==> src/rtl/signal_history_pkg.sv <==
// Shared constants and slice-offset helpers for the signal_history block.
//   tap_w(depth)      : width of a tap select able to address 0..depth
//   TAP_LIVE          : tap-select value that passes the live input through
//   chan_off / stage_off : bit offsets into the packed din/sel_data/taps buses
package signal_history_pkg;

  localparam int unsigned TAP_LIVE = 0;

  function automatic int unsigned tap_w(input int unsigned depth);
    return $clog2(depth + 1);
  endfunction

  // Offset of channel c in a CHANNELS*WIDTH bus.
  function automatic int unsigned chan_off(input int unsigned c, input int unsigned width);
    return c * width;
  endfunction

  // Offset of channel c, stage k (1-based) in a CHANNELS*DEPTH*WIDTH bus.
  function automatic int unsigned stage_off(input int unsigned c, input int unsigned k,
                                            input int unsigned depth, input int unsigned width);
    return (c * depth + k - 1) * width;
  endfunction

endpackage

==> src/rtl/history_channel.sv <==
// One channel of signal_history: DEPTH-stage shift chain, runtime tap mux and
// change/stability detection.
// Ports:
//   clk, reset   clock and async active-low reset
//   en, flush    capture enable and synchronous clear (flush wins)
//   din          live sample
//   tap_sel      0 = din, k = stage k, >DEPTH = 0
//   fill_nz      at least one valid stage (shared fill counter != 0)
//   full         all stages valid (shared)
//   taps         stage k at [(k-1)*WIDTH +: WIDTH]
//   sel_data     selected tap value
//   changed      din differs from p1 while p1 is valid
//   stable       full and din equals every stage
module history_channel
  import signal_history_pkg::*;
#(
  parameter int unsigned WIDTH = 8,
  parameter int unsigned DEPTH = 4,
  parameter int unsigned TAP_W = tap_w(DEPTH)
) (
  input  logic                     clk,
  input  logic                     reset,
  input  logic                     en,
  input  logic                     flush,
  input  logic [WIDTH-1:0]         din,
  input  logic [TAP_W-1:0]         tap_sel,
  input  logic                     fill_nz,
  input  logic                     full,
  output logic [DEPTH*WIDTH-1:0]   taps,
  output logic [WIDTH-1:0]         sel_data,
  output logic                     changed,
  output logic                     stable
);

  logic [WIDTH-1:0] stage [DEPTH];
  logic             all_eq;

  // Shift chain: stage[0] is p1.
  always_ff @(posedge clk or negedge reset) begin
    if (!reset) begin
      for (int k = 0; k < DEPTH; k++) stage[k] <= '0;
    end else if (flush) begin
      for (int k = 0; k < DEPTH; k++) stage[k] <= '0;
    end else if (en) begin
      stage[0] <= din;
      for (int k = 1; k < DEPTH; k++) stage[k] <= stage[k-1];
    end
  end

  // Flatten stages onto the taps bus.
  always_comb begin
    taps = '0;
    for (int k = 0; k < DEPTH; k++) taps[k*WIDTH +: WIDTH] = stage[k];
  end

  // Tap mux; out-of-range selects fall through to zero.
  always_comb begin
    sel_data = '0;
    if (tap_sel == TAP_W'(TAP_LIVE)) sel_data = din;
    for (int k = 1; k <= DEPTH; k++) begin
      if (tap_sel == TAP_W'(k)) sel_data = stage[k-1];
    end
  end

  // Change/stability against the stored history.
  always_comb begin
    all_eq = 1'b1;
    for (int k = 0; k < DEPTH; k++) begin
      if (din != stage[k]) all_eq = 1'b0;
    end
    changed = fill_nz && (din != stage[0]);
    stable  = full && all_eq;
  end

endmodule

==> src/rtl/signal_history.sv <==
// DEPTH-deep history of CHANNELS independent WIDTH-bit signals with capture
// enable, sync flush, fill tracking, runtime tap select and change/stable flags.
// Ports:
//   clk, reset   clock and async active-low reset
//   en, flush    shift history / clear history and fill (flush wins)
//   din          channel c at [c*WIDTH +: WIDTH]
//   tap_sel      0 = live din, k = pk, >DEPTH flagged via sel_err
//   taps         ch c stage k at [(c*DEPTH+k-1)*WIDTH +: WIDTH]
//   sel_data     per-channel selected tap
//   sel_err      tap_sel > DEPTH
//   fill, full   valid-stage count (saturating) and fill == DEPTH
//   changed      per channel din != p1 while fill >= 1
//   stable       per channel full and din equal to every stage
module signal_history
  import signal_history_pkg::*;
#(
  parameter int unsigned WIDTH    = 8,
  parameter int unsigned DEPTH    = 4,
  parameter int unsigned CHANNELS = 2,
  parameter int unsigned TAP_W    = tap_w(DEPTH)
) (
  input  logic                              clk,
  input  logic                              reset,
  input  logic                              en,
  input  logic                              flush,
  input  logic [CHANNELS*WIDTH-1:0]         din,
  input  logic [TAP_W-1:0]                  tap_sel,
  output logic [CHANNELS*DEPTH*WIDTH-1:0]   taps,
  output logic [CHANNELS*WIDTH-1:0]         sel_data,
  output logic                              sel_err,
  output logic [TAP_W-1:0]                  fill,
  output logic                              full,
  output logic [CHANNELS-1:0]               changed,
  output logic [CHANNELS-1:0]               stable
);

  logic [TAP_W-1:0] fill_nxt;
  logic             fill_nz;

  // Saturating fill count; flush returns it to empty.
  always_comb begin
    fill_nxt = fill;
    if (flush) begin
      fill_nxt = '0;
    end else if (en && (fill != TAP_W'(DEPTH))) begin
      fill_nxt = fill + TAP_W'(1);
    end
  end

  // full is registered alongside fill so it never lags the count.
  always_ff @(posedge clk or negedge reset) begin
    if (!reset) begin
      fill <= '0;
      full <= 1'b0;
    end else begin
      fill <= fill_nxt;
      full <= (fill_nxt == TAP_W'(DEPTH));
    end
  end

  assign fill_nz = (fill != '0);
  // Extra MSB keeps the compare meaningful when TAP_W can only just hold DEPTH.
  assign sel_err = ({1'b0, tap_sel} > (TAP_W+1)'(DEPTH));

  for (genvar c = 0; c < CHANNELS; c++) begin : g_ch
    history_channel #(
      .WIDTH (WIDTH),
      .DEPTH (DEPTH),
      .TAP_W (TAP_W)
    ) u_ch (
      .clk      (clk),
      .reset    (reset),
      .en       (en),
      .flush    (flush),
      .din      (din[chan_off(c, WIDTH) +: WIDTH]),
      .tap_sel  (tap_sel),
      .fill_nz  (fill_nz),
      .full     (full),
      .taps     (taps[stage_off(c, 1, DEPTH, WIDTH) +: DEPTH*WIDTH]),
      .sel_data (sel_data[chan_off(c, WIDTH) +: WIDTH]),
      .changed  (changed[c]),
      .stable   (stable[c])
    );
  end

endmodule
==> config.mk <==
export PLATFORM = sky130hd
export DESIGN_NAME = signal_history
export DESIGN_NICKNAME = d
export VERILOG_FILES = /design/src/rtl/signal_history_pkg.sv /design/src/rtl/history_channel.sv /design/src/rtl/signal_history.sv
export SDC_FILE = /design/constraint.sdc
export NUM_CORES = 1
export LEC_CHECK = 0
export CAP_MARGIN = 25
export CORE_MARGIN = 2
export CORE_UTILIZATION = 45
export CTS_CLUSTER_DIAMETER = 60
export DETAILED_ROUTE_END_ITERATION = 7
export DONT_BUFFER_PORTS = 1
export PLACE_DENSITY = 0.59
export SLEW_MARGIN = 30
export SYNTH_ARGS = -nofsm -noshare
export SYNTH_HDL_FRONTEND = slang
export SYNTH_SLANG_ARGS = --single-unit
==> constraint.sdc <==
create_clock -name clk -period 2.15 [get_ports clk]
set_input_delay 0.43 -clock clk [delete_from_list [all_inputs] [get_ports clk]]
set_output_delay 0.43 -clock clk [all_outputs]
set_load 0.1 [all_outputs]
==> results.ini, run 1 <==
[finish]
fill_cells = 672
syn2layout_area_growth_pct = 43.3
finalNonFillerCells = 583
drive_gt1_frac = 0.467
fin_area_sq_um = 5650
multi_input_area_sq_um = 2260
antenna_cells = 0
register_area_sq_um = 1780
final_nets = 495

[setup_path]
critPathArrivalTime_ns = 2.33
rrSetupSlack_ns = 0.44
reg2reg_depth = 6
critPathCaptureType = primary output
crit_type = register to primary output
max_stage_delay_ns = 0.52
cpMaxStageDelayCell = or4_4
cp.required_ns = 1.72
startpoint_type = register
r2r_start = fill[0]$_DFF_PN0_
reg2reg_to = full$_DFF_PN0_
critPathMaxFanout = 2
crit_chain = or4_4 -> a222oi_1 -> nor4b_2 -> and4_4 -> buf_12

[synthesis]
synth_common_cells = 77 x nor2_1, 68 x dfrtp_1, 65 x mux2i_1
synth_seq_area_share = 0.431
syn_inst = 384
ys.flop_type = dfrtp_1
synth_edf_count = 0
syn_area_sq_um = 3950
ys_seq_elements = 68
yosys_warnings = 0
avgSynthCellArea_sq_um = 10.3
synth_cell_types = 38
synth_most_common_cell = nor2_1
yosysTopAreaCell = dfrtp_1
yosys.area.top_type_share = 0.431
ys_top_cells_by_area = dfrtp_1 43%, mux2i_1 16%, mux4_2 8.6%
async_reset_ff_frac = 1.00
synth_nets = 409

[global_route]
overflow = 0
grt_pass1_wl_um = 18000
grtUsageTotal = 0.238
grt_antenna_before_repair = 0
grt_pass1_vias = 3431
grt_max_degree = 69

[run]
drv_cap = 0

[floorplanning]
core_sq_um = 8590
initial_utilization = 0.459
num_rows = 34
die_w_um = 97.6
die_area_sq_um = 9530
die_h_um = 97.6
ios = 112

[power]
p_sw_mw = 1.17
leakage_nw = 2.49
p_sw_frac = 0.331
fin_total_pwr_mw = 3.52
p_int_mw = 2.35
powerDensity_nw_per_um2 = 623
vdd_drop_max_v = 0.000401
combinationalPowerShare = 0.270
p_clk_frac = 0.342
seq_power_share = 0.388

[drt]
vias = 3296
first_iter_violations = 103
met1Wirelength_um = 4550
dr.pass1.iters = 4
highest_layer = met4
post_drt_wl_per_cell_um = 19.1
routed-wl-met2_um = 5790
drc = 0
vias_per_cell = 5.65
met3WireLength_um = 674
postRouteWirelength_um = 11100
ant_nets = 0

[clock_tree]
htreeDepth = 3
cts_buffer_depth = 2
cts.sinks = 68
cts_tree = done
cts-root-buf = clkbuf_8
path_clk_slew_ns = 0.08
cts_made_buffers = 9
clkLatencyLatePin_ns = 0.33

[sta]
setup_viol_count_final = 8
finalHoldViolations = 0
fmax_ghz = 0.362
worst_pin_slew_ns = 0.533
post-route-min-period_ns = 2.76
slew_headroom = 0.641
fin_crit_sh = 1.29
rsz0062_at_grt = yes
setup_ws_ns = -0.615
tns_ns = -1.40
drv_slew = 0
fin_skew_ns = 0.00675

[hold_path]
hold-path-endpoint = g_ch[0].u_ch.taps[6]$_DFFE_PN0P_
hold_path_class = input pin to register
holdPathStages = 1
hp-start = flush

[run_status]
violations = negative setup slack
outcome = complete, but fails checks

[placement]
dp_cells = 563
place_hpwl_um = 7470
placed_cell_area_sq_um = 5180
place.gp.congestion = 0.806
port_buffers = 0

[sequential cells by signal, summed over array words and instances (netlist names)]
register and cells:
full 1, fill 3, g_ch.u_ch.taps 64
[metrics by stage]
step | hold WS (ns) | util | worst slack (ns)
6_report | 0.147 | 0.658 | -0.615
5_1_grt | 0.134 | 0.658 | -0.673
4_1_cts | 0.130 | 0.653 | -0.643
3_5_place_dp | 0.136 | 0.603 | -0.240
3_3_place_gp | 0.136 | 0.603 | -0.204
2_1_floorplan | 0.134 | - | -0.346
[power groups by stage]
stage	clock (mW)	sequential, mW	combinational (mW)
finish	1.20	1.37	0.950
global route	1.29	1.37	0.990
CTS	1.22	1.37	0.952
detailed placement	0	1.39	0.893
global placement	0	1.38	0.886
floorplan	0	1.67	0.464
[timing repair]
item,in CTS,in global routing
hold buffers,2,0
endpoints found under the setup margin,13,13
setup buffers,1,2
hold endpoints to repair,68,0
pin swaps,3,2
resized for setup,49,9
[kinds of logic (layout without fill, tap and decap cells)]
group	Yosys count	in the layout	share of synthesized area
AND/OR/NAND/NOR	135	135	0.160
multiplexers	81	81	0.257
flip-flops	68	68	0.431
buffers and inverters	43	134	0.0482
AO/OA/AOI/OAI	34	34	0.0507
XOR/XNOR	21	21	0.0466
adder cells (fa/ha/maj)	2	2	0.00634
[cells in the final DEF, fill, tap and decap left out, types with 2 or more instances in the layout]
cell type	n
nor2_1	74
mux2i_1	65
buf_4	62
dfrtp_2	54
buf_12	30
nand2_1	19
xnor2_1	19
mux4_2	16
o21ai_4	16
dfrtp_1	12
nand4_1	11
clkbuf_8	11
inv_2	10
inv_1	8
nor4_1	4
o21ai_0	4
nor3_1	4
nor2_2	3
and4_1	3
or4_1	3
a21oi_1	3
buf_6	3
buf_8	3
o22ai_1	2
a222oi_1	2
a31oi_1	2
and3_1	2
nand3_1	2
or3_1	2
ha_1	2
bufinv_16	2
dfrtp_4	2
[worst max-delay path, delay by kind of cell, from the launching register on]
kind / cells / cell delay [ns]
flops: 1 / 0.48
compound gates: 1 / 0.32
simple gates: 3 / 1.02
buf+inv: 1 / 0.17
[per-layer routing]
metal / GRT usage / vias up
met5: 0 / -
met4: 0.0684 / 0
met3: 0.0590 / 12
met2: 0.417 / 90
met1: 0.292 / 1665
li1: - / 1529
[worst max path at each step]
stage / to / slack, ns / from
2_1_floorplan: stable[1] / -0.35 / g_ch[1].u_ch.taps[12]$_DFFE_PN0P_
3_3_place_gp: stable[1] / -0.20 / g_ch[1].u_ch.taps[12]$_DFFE_PN0P_
3_5_place_dp: stable[1] / -0.24 / g_ch[1].u_ch.taps[12]$_DFFE_PN0P_
4_1_cts: stable[1] / -0.64 / g_ch[1].u_ch.taps[12]$_DFFE_PN0P_
5_1_grt: stable[1] / -0.67 / g_ch[1].u_ch.taps[12]$_DFFE_PN0P_
6_report: stable[1] / -0.61 / g_ch[1].u_ch.taps[12]$_DFFE_PN0P_
[area by class of cell]
class	instances	area share
Multi-Input combinational cell	273	0.401
Sequential cell	68	0.314
Timing Repair Buffer	100	0.209
Clock buffer	12	0.0274
Tap cell	108	0.0239
Clock inverter	4	0.0128
Inverter	18	0.0119
No activity file was read; power rests on OpenSTA's default activity.
==> run 2: changes to the inputs <==
--- a/config.mk
+++ b/config.mk
@@ -6,6 +6,7 @@
 export NUM_CORES = 1
 export LEC_CHECK = 0
 export CAP_MARGIN = 25
+export CORE_ASPECT_RATIO = 1.4
 export CORE_MARGIN = 2
 export CORE_UTILIZATION = 45
 export CTS_CLUSTER_DIAMETER = 60
==> run 2 against run 1 <==
  * The flow finishes with violations (negative hold slack, negative setup slack)
  * Largest power group is now the clock network
  * Highest routed layer unchanged
  * Global-route usage grew 0.84 points
  * Combinational power is essentially flat
  * Critical path depth is the same
==> results.ini, run 2 (synthesis gave the netlist of run 1 again) <==
[finish]
syn2layout_area_growth_pct = 45.1  ; was 43.3%
layout_commonest_cell = nor2_1  ; unchanged
fill_cells = 652  ; was 672
largest_reg_flops = 64  ; unchanged
multi_input_area_sq_um = 2270  ; was 2260 sq um
antenna_cells = 0  ; unchanged
drive_gt1_frac = 0.462  ; was 0.467
final_nets = 496  ; was 495
register_area_sq_um = 1780  ; unchanged
mostFrequentLayoutCells = 74 x nor2_1, 65 x mux2i_1, 65 x buf_4, 54 x dfrtp_2, 31 x buf_12  ; was 74 x nor2_1, 65 x mux2i_1, 62 x buf_4, 54 x dfrtp_2, 30 x buf_12

[sta]
fmax_ghz = 0.364  ; was 0.362 GHz
fin_crit_sh = 1.28  ; was 1.29
setup_viol_count_final = 8  ; unchanged
timing.hold.ws_ns = -0.00555  ; was 0.147 ns
post-route-min-period_ns = 2.75  ; was 2.76 ns
setup_ws_ns = -0.599  ; was -0.615 ns
slew_headroom = 0.653  ; was 0.641
rsz0062_at_grt = yes  ; unchanged
worst_pin_slew_ns = 0.524  ; was 0.533 ns
finalHoldViolations = 18  ; was 0
fin_skew_ns = 0.00664  ; was 0.00675 ns
drv_slew = 0  ; unchanged

[hold_path]
hold_path_class = input pin to asynchronous set/reset pin  ; was input pin to register

[global_route]
grt_pass1_wl_um = 18200  ; was 18,000 um
overflow = 0  ; unchanged
grtUsageTotal = 0.247  ; was 0.238
grt_max_degree = 69  ; unchanged
grt_antenna_before_repair = 0  ; unchanged
grt_pass1_vias = 3473  ; was 3,431

[floorplanning]
die_h_um = 115  ; was 97.6 um
core_sq_um = 8560  ; was 8590 sq um
die_area_sq_um = 9540  ; was 9530 sq um
die_w_um = 83.1  ; was 97.6 um
num_rows = 40  ; was 34
ios = 112  ; unchanged
initial_utilization = 0.461  ; was 0.459

[placement]
port_buffers = 0  ; unchanged
place.gp.congestion = 0.816  ; was 0.806
place_hpwl_um = 7650  ; was 7470 um

[power]
combinationalPowerShare = 0.251  ; was 0.270
fin_total_pwr_mw = 3.80  ; was 3.52 mW
powerDensity_nw_per_um2 = 664  ; was 623 nW/um^2
p_sw_frac = 0.314  ; was 0.331
vdd_drop_max_v = 0.000462  ; was 0.000401 V
p_int_mw = 2.61  ; was 2.35 mW
leakage_nw = 2.52  ; was 2.49 nW
p_clk_frac = 0.389  ; was 0.342
p_sw_mw = 1.19  ; was 1.17 mW
seq_power_share = 0.360  ; was 0.388

[drt]
ant_nets = 0  ; unchanged
first_iter_violations = 143  ; was 103
drc = 0  ; unchanged
postRouteWirelength_um = 11500  ; was 11,100 um
post_drt_wl_per_cell_um = 19.7  ; was 19.1 um
dr.pass1.iters = 4  ; unchanged
vias = 3334  ; was 3,296
vias_per_cell = 5.74  ; was 5.65

[clock_tree]
cts.sinks = 68  ; unchanged
cts_buffer_depth = 2  ; unchanged
cts_made_buffers = 9  ; unchanged
htreeDepth = 3  ; unchanged
clkLatencyLatePin_ns = 0.33  ; about the same
cts-root-buf = clkbuf_16  ; was clkbuf_8
cts_tree = done  ; unchanged
path_clk_slew_ns = 0.05  ; was 0.08 ns

[run_status]
outcome = complete, but fails checks  ; unchanged
violations = negative hold slack, negative setup slack  ; was negative setup slack

[setup_path]
critPathMaxFanout = 2  ; unchanged
cp.required_ns = 1.72  ; about the same
crit_type = register to primary output  ; unchanged
critPathArrivalTime_ns = 2.32  ; was 2.33 ns
critPathCaptureType = primary output  ; unchanged
startpoint_type = register  ; unchanged

[run]
drv_cap = 0  ; unchanged

==> run 2: stage by stage <==
stage,TNS (ns),instance area [sq um],util,std cells,worst slack [ns]
3_5_place_dp,-0.312,5180,0.606,562,-0.259
3_3_place_gp,-0.236,5180,0.606,562,-0.221
4_1_cts,-1.34,5680,0.663,579,-0.610
6_report,-1.32,5720,0.669,581,-0.599
5_1_grt,-1.75,5720,0.669,581,-0.698
2_1_floorplan,-0.745,4240,-,384,-0.346
==> run 2: final cells by class <==
class / instances / share of cell area
clock buffer: 15 / 0.0468
clock inverter: 1 / 0.00525
inverter: 18 / 0.0118
multi-input combinational: 273 / 0.396
sequential: 68 / 0.310
tap: 105 / 0.0230
timing repair buffer: 101 / 0.207
==> run 2: repair_timing <==
action                                  in CTS  in global routing
hold buffers                                 1                  0
hold endpoints to repair                    68                  0
setup buffers                                0                  2
pin swaps                                    5                  2
endpoints found under the setup margin      12                 11
resized for setup                           48                 12
==> run 2: critical path: stages (launching register included) <==
cell	delay, ns
dfrtp_4	0.47
or4_4	0.51
a222oi_1	0.32
nor4b_2	0.24
and4_1	0.28
buf_12	0.19
==> run 2: power groups by stage <==
stage          logic, mW  registers, mW  clock network, mW
2_1_floorplan      0.464           1.67                  0
5_1_grt            0.990           1.37               1.55
3_3_place_gp       0.887           1.38                  0
6_report           0.953           1.37               1.48
4_1_cts            0.953           1.37               1.50
3_5_place_dp       0.893           1.39                  0
==> run 2: worst paths after layout <==
path                                                   startpoint                                 to  slack, ns  depth (start not counted)
worst max-delay path            g_ch[1].u_ch.taps[12]$_DFFE_PN0P_                          stable[1]      -0.60                          5
min in group clk                                            flush  g_ch[0].u_ch.taps[21]$_DFFE_PN0P_       0.16                          1
worst min register to register  g_ch[1].u_ch.taps[21]$_DFFE_PN0P_  g_ch[1].u_ch.taps[21]$_DFFE_PN0P_       0.57                          2
worst min-delay path                                        reset  g_ch[0].u_ch.taps[12]$_DFFE_PN0P_     -0.006                          1
worst max register to register                  fill[0]$_DFF_PN0_                     full$_DFF_PN0_       0.50                          6
max in group asynchronous                                   reset  g_ch[1].u_ch.taps[12]$_DFFE_PN0P_       1.86                          1
==> run 2: layer usage <==
metal | routed length [um] | global-route usage
met2 | 6430 | 0.474
met4 | 124 | 0.0852
met5 | 0 | 0
met1 | 4170 | 0.260
met3 | 729 | 0.0639
